### config.mk
export PLATFORM = sky130hd
export DESIGN_NAME = clk_int_div_meas
export DESIGN_NICKNAME = d
export VERILOG_FILES = /design/src/rtl/clk_int_div_meas.sv
export SDC_FILE = /design/constraint.sdc
export NUM_CORES = 1
export LEC_CHECK = 0
export ABC_CLOCK_PERIOD_IN_PS = 2500
export BUFFER_PORTS_ARGS = -buffer_cell sky130_fd_sc_hd__buf_4
export CORE_UTILIZATION = 59
export DETAILED_ROUTE_END_ITERATION = 7
export GPL_TIMING_DRIVEN = 0
export PLACE_DENSITY = 0.8
export SYNTH_ARGS = -nofsm -noshare
export SYNTH_HDL_FRONTEND = slang
export SYNTH_SLANG_ARGS = --single-unit
### constraint.sdc
create_clock -name clk_i -period 2.5 [get_ports clk_i]
set_input_delay 0.375 -clock clk_i [delete_from_list [all_inputs] [get_ports clk_i]]
set_output_delay 0.375 -clock clk_i [all_outputs]
set_load 0.01 [all_outputs]
### src/rtl/clk_int_div_meas.sv
// Measures the period of sig_i in clk_i cycles and reports it as a divider value (period - 1).
// Define CLK_INT_DIV_MEAS_SYNC_EN to pass sig_i through a 2-flop synchronizer before edge detection.
//
// state | meaning
// ------+-----------------------------------------------------------
// IDLE  | measurement disabled, counter/lock/valid held clear
// ARM   | waiting for the first sig_i rising edge to start counting
// MEAS  | counting clk_i cycles between rising edges, capturing each
module clk_int_div_meas #(
    parameter int DIV_VALUE_WIDTH = 32,
    parameter int LOCK_CNT_WIDTH  = 3
) (
    input  logic                       clk_i,
    input  logic                       rst_i,
    input  logic                       en_i,
    input  logic                       sig_i,
    output logic [DIV_VALUE_WIDTH-1:0] div_o,
    output logic                       div_valid_o,
    input  logic                       div_ready_i,
    output logic                       lock_o,
    output logic                       timeout_o,
    output logic                       overrun_o
);

    typedef enum logic [1:0] {
        IDLE = 2'd0,
        ARM  = 2'd1,
        MEAS = 2'd2
    } state_t;

    // One count below saturation: the next cycle without an edge lands on all-ones.
    localparam logic [DIV_VALUE_WIDTH-1:0] CNT_LAST = {{(DIV_VALUE_WIDTH-1){1'b1}}, 1'b0};
    localparam logic [DIV_VALUE_WIDTH-1:0] CNT_MAX  = '1;
    localparam logic [LOCK_CNT_WIDTH-1:0]  LOCK_MAX = '1;

    state_t                     state;
    logic [DIV_VALUE_WIDTH-1:0] cnt;
    logic [LOCK_CNT_WIDTH-1:0]  lock_cnt;
    logic                       sig_s;
    logic                       sig_prev;
    logic                       sig_rise;

`ifdef CLK_INT_DIV_MEAS_SYNC_EN
    logic sig_meta;

    always_ff @(posedge clk_i or posedge rst_i) begin
        if (rst_i) begin
            sig_meta <= 1'b0;
            sig_s    <= 1'b0;
        end else begin
            sig_meta <= sig_i;
            sig_s    <= sig_meta;
        end
    end
`else
    always_ff @(posedge clk_i or posedge rst_i) begin
        if (rst_i) begin
            sig_s <= 1'b0;
        end else begin
            sig_s <= sig_i;
        end
    end
`endif

    always_ff @(posedge clk_i or posedge rst_i) begin
        if (rst_i) begin
            sig_prev <= 1'b0;
        end else begin
            sig_prev <= sig_s;
        end
    end

    assign sig_rise = sig_s & ~sig_prev;
    assign lock_o   = (lock_cnt == LOCK_MAX);

    always_ff @(posedge clk_i or posedge rst_i) begin
        if (rst_i) begin
            state       <= IDLE;
            cnt         <= '0;
            lock_cnt    <= '0;
            div_o       <= '0;
            div_valid_o <= 1'b0;
            timeout_o   <= 1'b0;
            overrun_o   <= 1'b0;
        end else begin
            overrun_o <= 1'b0;
            if (!en_i) begin
                state       <= IDLE;
                cnt         <= '0;
                lock_cnt    <= '0;
                div_valid_o <= 1'b0;
                timeout_o   <= 1'b0;
            end else begin
                if (div_valid_o && div_ready_i) begin
                    div_valid_o <= 1'b0;
                end
                case (state)
                    IDLE: begin
                        state <= ARM;
                        cnt   <= '0;
                    end
                    ARM: begin
                        if (sig_rise) begin
                            state     <= MEAS;
                            cnt       <= '0;
                            timeout_o <= 1'b0;
                        end
                    end
                    MEAS: begin
                        if (sig_rise) begin
                            cnt         <= '0;
                            div_o       <= cnt;
                            div_valid_o <= 1'b1;
                            // A same-cycle handshake consumes the old value, so no overrun then.
                            overrun_o   <= div_valid_o & ~div_ready_i;
                            if (cnt == div_o) begin
                                lock_cnt <= (lock_cnt == LOCK_MAX) ? lock_cnt : lock_cnt + 1'b1;
                            end else begin
                                lock_cnt <= '0;
                            end
                        end else if (cnt == CNT_LAST) begin
                            cnt       <= CNT_MAX;
                            timeout_o <= 1'b1;
                            lock_cnt  <= '0;
                            state     <= ARM;
                        end else if (cnt != CNT_MAX) begin
                            cnt <= cnt + 1'b1;
                        end
                    end
                    default: state <= IDLE;
                endcase
            end
        end
    end

endmodule

==> results by group <==
Critical path
  – CP Cell Sequence: ha_2 -> nand3_2 -> nor4_4 -> and2_1 -> buf_4 -> a21o_4 -> buf_6 -> buf_6 -> a21oi_1 -> o22a_1
  – Crit path required time: roughly 2700 ps
  – Category of the most critical setup path: register to register
  – CP Max Fanout: 10
  – Most frequent CP cell: buf_6
  – Startpoint of the worst-slack reg-to-reg timing path: cnt[1]
  – Kind of end point of the critical path: register
  – Critical path arrival: approximately 2700 ps
  – Crit-path slowest cell: nor4_4
  – Critical Path Start Type: register
  – CP Launch Point: cnt[1]
  – Cells on worst reg2reg path: 10
  – Longest individual stage delay on the worst path: 500 ps

Global routing
  – Gr usage total: 0.2934
  – Initial antenna violation count: 0
  – Largest net degree at the start of global routing: 75
  – Number of global-route vias before repair: 3,122
  – Overflow left after global routing: 0
  – Global-route wire length before repair: approximately 16 mm

Drt
  – Initial DRC Count: 366
  – Number of antenna-violating nets in the routed design: 0
  – Total number of vias: 3,368
  – First-pass DRT Iterations: 5
  – DRC: 0
  – Aggregate routed wire length: between 10 and 15 mm
  – Avg WL per Cell: between 15 and 20 um
  – Ratio of routed vias to standard cells: approximately 6.6

Clock network
  – CTS root buffer: clkbuf_8
  – Sink Count: 74
  – Worst-Skew Late Latency: ~350 ps
  – Max H-tree Level: 3
  – CTS tree: built
  – Reg clk slew, reported paths: 80 ps
  – Number of buffers inserted during clock tree synthesis: 9
  – Maximum count of clock buffers along a single path: 2

Logic synthesis
  – Prevailing post-synth register cell: dfrtp_1
  – Number of instances in the synthesized netlist: 382
  – Synthesized flop and latch total: 74
  – EDFF count, synth: 0
  – Post-synth ARST share: 1.000
  – Sequential share of the synthesized area: 0.4543
  – Number of distinct library cells after synthesis: 44
  – Synthesized area divided by synthesized cell count: approximately 11 um2
  – Synthesized cell area: between 4000 and 5000 um2
  – Synthesized net count: ~390
  – Number of synthesis warnings: 0

Final layout
  – Layout cell share with drive strength beyond 1: 0.2867
  – Fillcell total: slightly below 500
  – Final standard cell area without fillers: 4732 um2
  – Number of antenna diodes: 0
  – Top library cells by usage in the layout, fill and taps aside: dfrtp_1 (73), buf_4 (43), a21oi_1 (37)
  – Area grow syn2layout: 16.08%
  – Net count of the finished layout: around 440
  – Most common cell after layout, fill and taps aside: dfrtp_1

Timing
  – Max Transition Viols Final: 0
  – Sum of negative setup slack: 0 ps
  – Max Clock Freq: between 400 and 500 MHz
  – Worst slew margin: 0.3976
  – Final worst clock skew: approximately 7.4 ps
  – Final period demand of the worst path: 2456 ps
  – Number of setup violations in the final report: 0
  – Hold Violations, Final: 0
  – Ratio of final minimum period to clock period: 0.9823
  – Transition at the pin with the smallest max-transition slack: 903.6 ps

Floorplan
  – Starting density of the core: 0.6276
  – Top-level port count: 41
  – Die W: about 85 um
  – Die area: 7245 um2
  – Height of the chip: 85.12 um
  – Area of the placeable core: ~6500 um2
  – Row count: 29

Placed design
  – Cell area after placement: around 4500 um2
  – Port Buf Inserts: 39
  – Post-detailed-placement half-perimeter wirelength: 6.797 mm
  – Gp weighted congestion: ~0.90

Pwr
  – Power Density: 491.6 nW/um2
  – Power Total: between 2000 and 2500 uW
  – Maximum vdd ir drop: 418.6 uV
  – Leak pwr: between 0.002 and 0.003 uW

Worst hold path
  – Hold Path Cell Cnt: 1
  – Worst hold path class: input port to register
  – Startpoint of the tightest hold check path: sig_i

Outcome
  – Result of the run: complete, no violations

Flow run
  – Number of violations of the max-capacitance limit: 0
## metal layers
| layer | global-route usage | part of all wire | vias to the layer above |
|---|---|---|---|
| met5 | 0 | 0 | - |
| met4 | 0.1371 | 0.033 | 0 |
| met3 | 0.06128 | 0.082 | 36 |
| met2 | 0.4457 | 0.46 | 185 |
| met1 | 0.4054 | 0.43 | 1628 |
| li1 | - | - | 1519 |
## worst paths after layout
| kind | to | slack [ps] |
|---|---|---|
| min in group asynchronous | lock_cnt[2] | 220 |
| setup / recovery | cnt[7] | 40 |
| max in group asynchronous | cnt[1] | 1640 |
| hold / removal | sig_s | 130 |
| setup reg to reg | cnt[7] | 40 |
| hold reg to reg | sig_prev | 400 |
## stage by stage
stage          instances  hold WS, ps  setup WS, ps    util
3_3_place_gp         498        387.6        -618.8  0.6875
3_5_place_dp         498        388.2         65.81  0.6879
5_1_grt              513        112.3        -20.15  0.7286
4_1_cts              513        124.7         71.69  0.7212
2_1_floorplan        382        367.7         243.4       -
6_report             513        128.9         44.13  0.7286
## synth_stat cells (3+ instances only)
cell type,count,share of area
nor3_1,5,0.0061
and3_1,9,0.014
dfrtp_1,74,0.45
nor2_1,7,0.0064
o22a_1,30,0.064
buf_1,3,0.0028
nor4_1,3,0.0046
and4_1,3,0.0064
clkbuf_1,14,0.013
a41oi_1,7,0.015
xnor2_1,30,0.064
nand4_2,3,0.0092
and2_1,6,0.0092
inv_1,8,0.0074
a21oi_1,37,0.045
mux2_2,33,0.091
nor4_4,3,0.016
nand4_1,11,0.017
buf_6,4,0.011
a31oi_1,16,0.025
o21ai_0,3,0.0037
ha_1,4,0.012
buf_2,11,0.014
nand2_1,20,0.018
nand3_1,14,0.017
## sequential cells by signal, summed over array words and instances (netlist names)
| register | cells |
|---|---|
| sig_s | 1 |
| overrun_o | 1 |
| timeout_o | 1 |
| sig_prev | 1 |
| div_o | 32 |
| cnt | 32 |
| div_valid_o | 1 |
| state | 2 |
| lock_cnt | 3 |
## layout make-up
cell class,instances,area [um2],area share
Tap cell,77,96.34,0.02036
Multi-Input combinational cell,267,2054,0.4342
Buffer,30,163.9,0.03464
Inverter,8,32.53,0.006875
Timing Repair Buffer,42,315.3,0.06663
Sequential cell,74,1853,0.3916
Clock inverter,5,78.83,0.01666
Clock buffer,10,137.6,0.02909
## critical path: cells and delay by family (launching register included)
family / cells / cell delay, ps
and+or+nand+nor: 3 / 850
DFF: 1 / 430
adders and majority gates: 1 / 260
AOI/OAI and AO/OA: 3 / 390
buffers and inverters: 3 / 410
## logic make-up after synthesis
kind of cell | after synthesis | synth area share
flip-flops | 74 | 0.4543
multiplexers | 33 | 0.09116
AND/OR/NAND/NOR | 90 | 0.1378
buffers and inverters | 41 | 0.04942
AO/OA/AOI/OAI | 108 | 0.1863
XOR/XNOR | 32 | 0.06875
adder cells (fa/ha/maj) | 4 | 0.01228
## repair_timing
item                                    4_1_cts  5_1_grt
hold buffers                                  0        0
endpoints found under the setup margin        0       53
resized for setup                             0       10
setup buffers                                 0        3
## power by group
group	switching (uW)	internal [uW]	total, uW	leakage, uW
sequential	4.44	1200	1210	0.00103
clock	445	582	1030	0.000112
combinational	66.9	26.9	93.8	0.00146
No activity file was read; power rests on OpenSTA's default activity.
